**src/rtl/branch_resolve_pipe.sv**
```systemverilog
// -----------------------------------------------------------------------------
// branch_resolve_pipe
//   Carries local branch-predictor metadata alongside the D/E/M datapath
//   pipeline registers. It resolves each branch in E against its fetch-time
//   prediction, raises a same-cycle redirect on a mispredict, and drives the
//   memory-stage training interface of the predictor.
//
// Optional feature macro: BP_STATS_EN
//   When defined, the branch and mispredict statistics counters are built.
//   When undefined, both counter ports are tied to 0.
//
// Ports:
//   clk, rst                     clock, synchronous active-high reset
//   pcF                          fetch PC (not needed by the predictor path)
//   predict_takeF                predicted direction for pcF
//   pc_hashingF / PHT_indexF     predictor indices used at fetch
//   branchD                      instruction in D is a conditional branch
//   actual_takenE                resolved branch condition in E
//   branch_targetE / pc_plus8E   taken target / fall-through PC
//   stallF/D/E/M, flushD/E/M     hazard-unit pipe controls
//   redirectE / redirect_pcE     mispredict redirect (combinational from E)
//   branchM                      one training strobe per retiring branch
//   BHT_indexM / PHT_indexM      indices of the retiring branch
//   actually_takenM              resolved direction
//   predict_resultM              counter training direction
//   mispredictM                  retiring branch was mispredicted
//   bp_branch_cnt                retired-branch count
//   bp_mispredict_cnt            retired-mispredict count
// -----------------------------------------------------------------------------
module branch_resolve_pipe #(
  parameter int unsigned PHT_INDEX_BITS = 7,
  parameter int unsigned BHT_INDEX_BITS = 3
) (
  input  logic                      clk,
  input  logic                      rst,
  input  logic [31:0]               pcF,
  input  logic                      predict_takeF,
  input  logic [BHT_INDEX_BITS-1:0] pc_hashingF,
  input  logic [PHT_INDEX_BITS-1:0] PHT_indexF,
  input  logic                      branchD,
  input  logic                      actual_takenE,
  input  logic [31:0]               branch_targetE,
  input  logic [31:0]               pc_plus8E,
  input  logic                      stallF,
  input  logic                      stallD,
  input  logic                      stallE,
  input  logic                      stallM,
  input  logic                      flushD,
  input  logic                      flushE,
  input  logic                      flushM,
  output logic                      redirectE,
  output logic [31:0]               redirect_pcE,
  output logic                      branchM,
  output logic [BHT_INDEX_BITS-1:0] BHT_indexM,
  output logic [PHT_INDEX_BITS-1:0] PHT_indexM,
  output logic                      actually_takenM,
  output logic                      predict_resultM,
  output logic                      mispredictM,
  output logic [31:0]               bp_branch_cnt,
  output logic [31:0]               bp_mispredict_cnt
);

  // D stage registers
  logic                      r_valid_d;
  logic                      r_pred_d;
  logic [BHT_INDEX_BITS-1:0] r_hash_d;
  logic [PHT_INDEX_BITS-1:0] r_pht_d;

  // E stage registers
  logic                      r_valid_e;
  logic                      r_pred_e;
  logic [BHT_INDEX_BITS-1:0] r_hash_e;
  logic [PHT_INDEX_BITS-1:0] r_pht_e;
  logic                      r_branch_e;

  // M stage registers
  logic                      r_valid_m;
  logic                      r_pred_m;
  logic [BHT_INDEX_BITS-1:0] r_hash_m;
  logic [PHT_INDEX_BITS-1:0] r_pht_m;
  logic                      r_branch_m;
  logic                      r_taken_m;
  logic                      r_mispredict_m;

  logic w_mispredict_e;

  // F -> D: a stalled fetch hands D a bubble
  always_ff @(posedge clk) begin
    if (rst) begin
      r_valid_d <= 1'b0;
      r_pred_d  <= 1'b0;
      r_hash_d  <= '0;
      r_pht_d   <= '0;
    end else if (flushD) begin
      r_valid_d <= 1'b0;
    end else if (!stallD) begin
      r_valid_d <= ~stallF;
      r_pred_d  <= predict_takeF;
      r_hash_d  <= pc_hashingF;
      r_pht_d   <= PHT_indexF;
    end
  end

  // D -> E: a stalled D hands E a bubble
  always_ff @(posedge clk) begin
    if (rst) begin
      r_valid_e  <= 1'b0;
      r_pred_e   <= 1'b0;
      r_hash_e   <= '0;
      r_pht_e    <= '0;
      r_branch_e <= 1'b0;
    end else if (flushE) begin
      r_valid_e  <= 1'b0;
    end else if (!stallE) begin
      r_valid_e  <= r_valid_d & ~stallD;
      r_pred_e   <= r_pred_d;
      r_hash_e   <= r_hash_d;
      r_pht_e    <= r_pht_d;
      r_branch_e <= branchD;
    end
  end

  // E -> M: resolution results are captured alongside the metadata
  always_ff @(posedge clk) begin
    if (rst) begin
      r_valid_m      <= 1'b0;
      r_pred_m       <= 1'b0;
      r_hash_m       <= '0;
      r_pht_m        <= '0;
      r_branch_m     <= 1'b0;
      r_taken_m      <= 1'b0;
      r_mispredict_m <= 1'b0;
    end else if (flushM) begin
      r_valid_m      <= 1'b0;
    end else if (!stallM) begin
      r_valid_m      <= r_valid_e & ~stallE;
      r_pred_m       <= r_pred_e;
      r_hash_m       <= r_hash_e;
      r_pht_m        <= r_pht_e;
      r_branch_m     <= r_branch_e;
      r_taken_m      <= actual_takenE;
      r_mispredict_m <= w_mispredict_e;
    end
  end

  // Resolution in E; zero-latency redirect
  assign w_mispredict_e = r_valid_e & r_branch_e & (r_pred_e ^ actual_takenE);
  assign redirectE      = w_mispredict_e;
  assign redirect_pcE   = actual_takenE ? branch_targetE : pc_plus8E;

  // Training strobe fires only in the cycle the branch leaves M
  assign branchM         = r_valid_m & r_branch_m & ~stallM;
  assign BHT_indexM      = r_hash_m;
  assign PHT_indexM      = r_pht_m;
  assign actually_takenM = r_taken_m;
  assign predict_resultM = r_taken_m;
  assign mispredictM     = r_mispredict_m;

`ifdef BP_STATS_EN
  logic [31:0] r_branch_cnt;
  logic [31:0] r_mispredict_cnt;

  // Free-running statistics; wrap naturally at 32 bits
  always_ff @(posedge clk) begin
    if (rst) begin
      r_branch_cnt     <= 32'd0;
      r_mispredict_cnt <= 32'd0;
    end else begin
      if (branchM)
        r_branch_cnt <= r_branch_cnt + 32'd1;
      if (branchM & r_mispredict_m)
        r_mispredict_cnt <= r_mispredict_cnt + 32'd1;
    end
  end

  assign bp_branch_cnt     = r_branch_cnt;
  assign bp_mispredict_cnt = r_mispredict_cnt;
`else
  assign bp_branch_cnt     = 32'd0;
  assign bp_mispredict_cnt = 32'd0;
`endif

  // pcF and the M-stage prediction bit are carried for interface symmetry only
  logic w_unused_sink;
  assign w_unused_sink = ^{pcF, r_pred_m};

endmodule

```
**config.mk**
```make
export PLATFORM = sky130hd
export DESIGN_NAME = branch_resolve_pipe
export DESIGN_NICKNAME = d
export VERILOG_FILES = /design/src/rtl/branch_resolve_pipe.sv
export SDC_FILE = /design/constraint.sdc
export NUM_CORES = 1
export LEC_CHECK = 0
export ABC_AREA = 1
export BUFFER_PORTS_ARGS = -buffer_cell sky130_fd_sc_hd__buf_2
export CORE_AREA = 2 2 88 90
export CTS_CLUSTER_DIAMETER = 80
export DETAILED_ROUTE_END_ITERATION = 12
export DIE_AREA = 0 0 90 92
export GPL_TIMING_DRIVEN = 0
export MAX_ROUTING_LAYER = met4
export PLACE_DENSITY = 0.71
export REMOVE_ABC_BUFFERS = 1
export SLEW_MARGIN = 20
export SYNTH_ARGS = -nofsm -noshare
export SYNTH_HDL_FRONTEND = slang
export SYNTH_SLANG_ARGS = --single-unit
```
**constraint.sdc**
```tcl
create_clock -name clk -period 1.53 [get_ports clk]
set_input_delay 0.459 -clock clk [delete_from_list [all_inputs] [get_ports clk]]
set_output_delay 0.459 -clock clk [all_outputs]
set_load 0.01 [all_outputs]
```
==> results.py <==
metrics = {
    "setup_path": {
        "crit_family": "buffers and inverters",
        "arrival_ns": 1.03,
        "r2r_end": "mispredictM",
        "path_depth": 6,
        "critPathBufInv": 4,
        "slowest_delay_ns": 0.15,
        "cp_slowest_cell": "buf_16",
        "start_kind": "input pin",
        "cp_max_fo": 18,
        "crit-reg2reg-launch": "r_branch_e",
        "crit_chain": "buf_16 -> inv_16 -> nand2_1 -> nand3_1 -> inv_1 -> buf_2",
        "critPathRequiredTime_ns": 1.07,
        "critPathKind": "in2out",
        "r2r_cells": 4,
        "end_kind": "output pin",
        "reg2reg_slack_ns": 0.82,
    },
    "global_routing": {
        "gr-total-overflow": 0,
        "grt_max_degree": 37,
        "grt_use_total_pct": 15.7,
        "grt_antenna_before_repair": 0,
        "grt_pass1_wl_um": 10200,
        "grt_pass1_vias": 2074,
    },
    "min_path": {
        "hold_depth": 2,
        "worstHoldPathType": "in2reg",
        "min_to": "r_valid_d",
        "worstHoldStart": "flushD",
    },
    "floorplanning": {
        "core_area_sq_um": 7450,
        "rows": 32,
        "die_h_um": 92,
        "ioPinCount": 229,
        "start_util_pct": 31.5,
        "die-area_sq_um": 8280,
        "die_w_um": 90,
    },
    "detailed_routing": {
        "drt_iter0_drc": 58,
        "viasPerCell": 4.11,
        "wl_per_cell_um": 11.5,
        "totalWireLength_um": 6700,
        "drtPass1Iterations": 4,
        "vias": 2383,
        "drcViolationCount": 0,
        "ant_nets": 0,
    },
    "sta": {
        "skew_ns": 0.00142,
        "slew_viol_final": 0,
        "hold_ws_ns": 0.382,
        "finalSetupTns_ns": 0,
        "worst_slack_ns": 0.0409,
        "fmax_mhz": 672,
        "rsz0062_at_grt": "yes",
        "finalHoldViolCount": 0,
        "fin_crit_ns": 1.49,
        "fin_crit_sh_pct": 97.3,
        "setup_viol": 0,
    },
    "power": {
        "ir_worst_vdd_mv": 0.723,
        "powerDensity_nw_per_um2": 828,
        "p_leak_nw": 1.76,
        "finalPower_mw": 2.44,
    },
    "final_layout": {
        "drive_gt1_share_pct": 31.6,
        "num_antenna_cells": 0,
        "multi_input_area_sq_um": 1150,
        "area_delta_synth_final_pct": 25.5,
        "register_area_sq_um": 783,
        "final_area_sq_um": 2950,
        "n_fill_cell": 826,
        "final_nets": 595,
    },
    "clock_tree": {
        "cts_max_path_buffers": 2,
        "htreeDepth": 2,
        "cts_root_buf": "clkbuf_8",
        "cts.clk_slew.worst_paths_ns": 0.07,
        "cts_buffers": 5,
        "postCtsSetupBuffers": 0,
        "clock_latency_ns": 0.29,
        "postCtsHoldBufs": 0,
        "clock-sinks": 39,
        "cts_tree": "built",
    },
    "yosys": {
        "syn_area_per_cell_sq_um": 6.63,
        "ys_types": 17,
        "synth_top_area_share_pct": 33.3,
        "syn_inst": 354,
        "ys_seq_area_share_pct": 33.3,
        "synth.area.top_cells": "dfxtp_1, buf_4, nand2_1",
        "ys_warn_count": 0,
        "syn_area_sq_um": 2350,
        "synth.largest_area_cell": "dfxtp_1",
        "ys_ff_latch": 39,
    },
    "placed_design": {
        "routabilityCongestion": 0.759,
        "portBuffers": 132,
        "dp_worst_setup_slack_ns": -0.815,
        "place_hpwl_um": 4810,
        "placed_area_sq_um": 2760,
    },
    "outcome": {
        "status": "completed",
    },
    "flow_run": {
        "maxCapViolCount": 0,
    },
}
==> power by group <==
group / leakage [nW] / switching [mW] / internal [mW]
sequential: 0.322 / 0.0303 / 1.08
combinational: 1.38 / 0.353 / 0.225
clock: 0.0515 / 0.342 / 0.411
==> per-layer routing <==
layer	global-route usage, %	up-vias	wire [um]
li1	-	1202	-
met1	18.5	1077	2860
met2	27.4	99	3370
met3	3.20	5	400
met4	3.97	0	68
met5	-	-	0
==> how the worst max path moves through the flow <==
stage,startpoint,to,slack [ns]
global placement,actual_takenE,redirectE,-0.79
detailed placement,actual_takenE,redirectE,-0.82
global route,actual_takenE,redirectE,-0.01
finish,actual_takenE,redirectE,0.04
floorplan,actual_takenE,redirectE,0.10
CTS,actual_takenE,redirectE,0.03
==> final cells by class <==
class                   instances  share of cell area [%]
clock buffers                   8                    3.40
repair buffers                133                    24.3
flip-flops and latches         39                    26.6
multi-input cells             286                    39.0
inverters                      11                    1.95
well taps                     102                    4.33
repair inverters                1                   0.382
==> sequential cells by signal, indices dropped and copies added, names as in the netlist <==
register and count:
r_valid_e 1, PHT_indexM 7, r_pred_e 1, r_valid_m 1
r_pht_d 7, r_hash_e 3, mispredictM 1, BHT_indexM 3
r_pred_d 1, r_hash_d 3, r_pht_e 7, r_valid_d 1
r_branch_e 1, r_branch_m 1, actually_takenM 1
==> cells by family (layout without fill, tap and decap cells) <==
logic type             after synthesis  in the layout  share of synthesized area, %
AND/OR/NAND/NOR                    179            179                          29.6
buffers and inverters               92            153                          27.8
AO/OA/AOI/OAI                       43             43                          9.17
flip-flops                          39             39                          33.3
other                                1             64                         0.160
==> stage by stage <==
step | std cells | util, %
final | 580 | 39.5
after global routing | 580 | 39.5
after CTS | 580 | 39.5
after detailed placement | 570 | 37.1
after global placement | 570 | 37.1
after floorplan | 336 | -
==> layout by cell type, fill, tap and decap left out <==
cell       instances
inv_1              7
nor2_2             2
nor3_1             1
conb_1            64
a21oi_1            5
inv_2              3
nor2_4             2
clkbuf_1           1
buf_2            131
dfxtp_1           37
nor2_1            73
nand3_1            1
inv_8              1
o21ai_1            9
buf_16             1
nand2_1          100
dfxtp_2            2
clkbuf_8           7
bufbuf_16          1
inv_16             1
o21ai_0           29
==> cell usage after synthesis <==
| library cell | number |
|---|---|
| a21oi_1 | 5 |
| buf_2 | 5 |
| buf_4 | 69 |
| buf_6 | 4 |
| clkbuf_4 | 3 |
| conb_1 | 1 |
| dfxtp_1 | 39 |
| inv_1 | 7 |
| inv_2 | 4 |
| nand2_1 | 100 |
| nand3_1 | 1 |
| nor2_1 | 73 |
| nor2_2 | 2 |
| nor2_4 | 2 |
| nor3_1 | 1 |
| o21ai_0 | 29 |
| o21ai_1 | 9 |
==> timing repair <==
| action | CTS | global route |
|---|---|---|
| endpoints found under the hold margin | 0 | 0 |
| gates resized for setup | 10 | 3 |
| cloned | 2 | 0 |
| endpoints found under the setup margin | 34 | 5 |
Note: power is estimated with default switching activity, not from simulation.
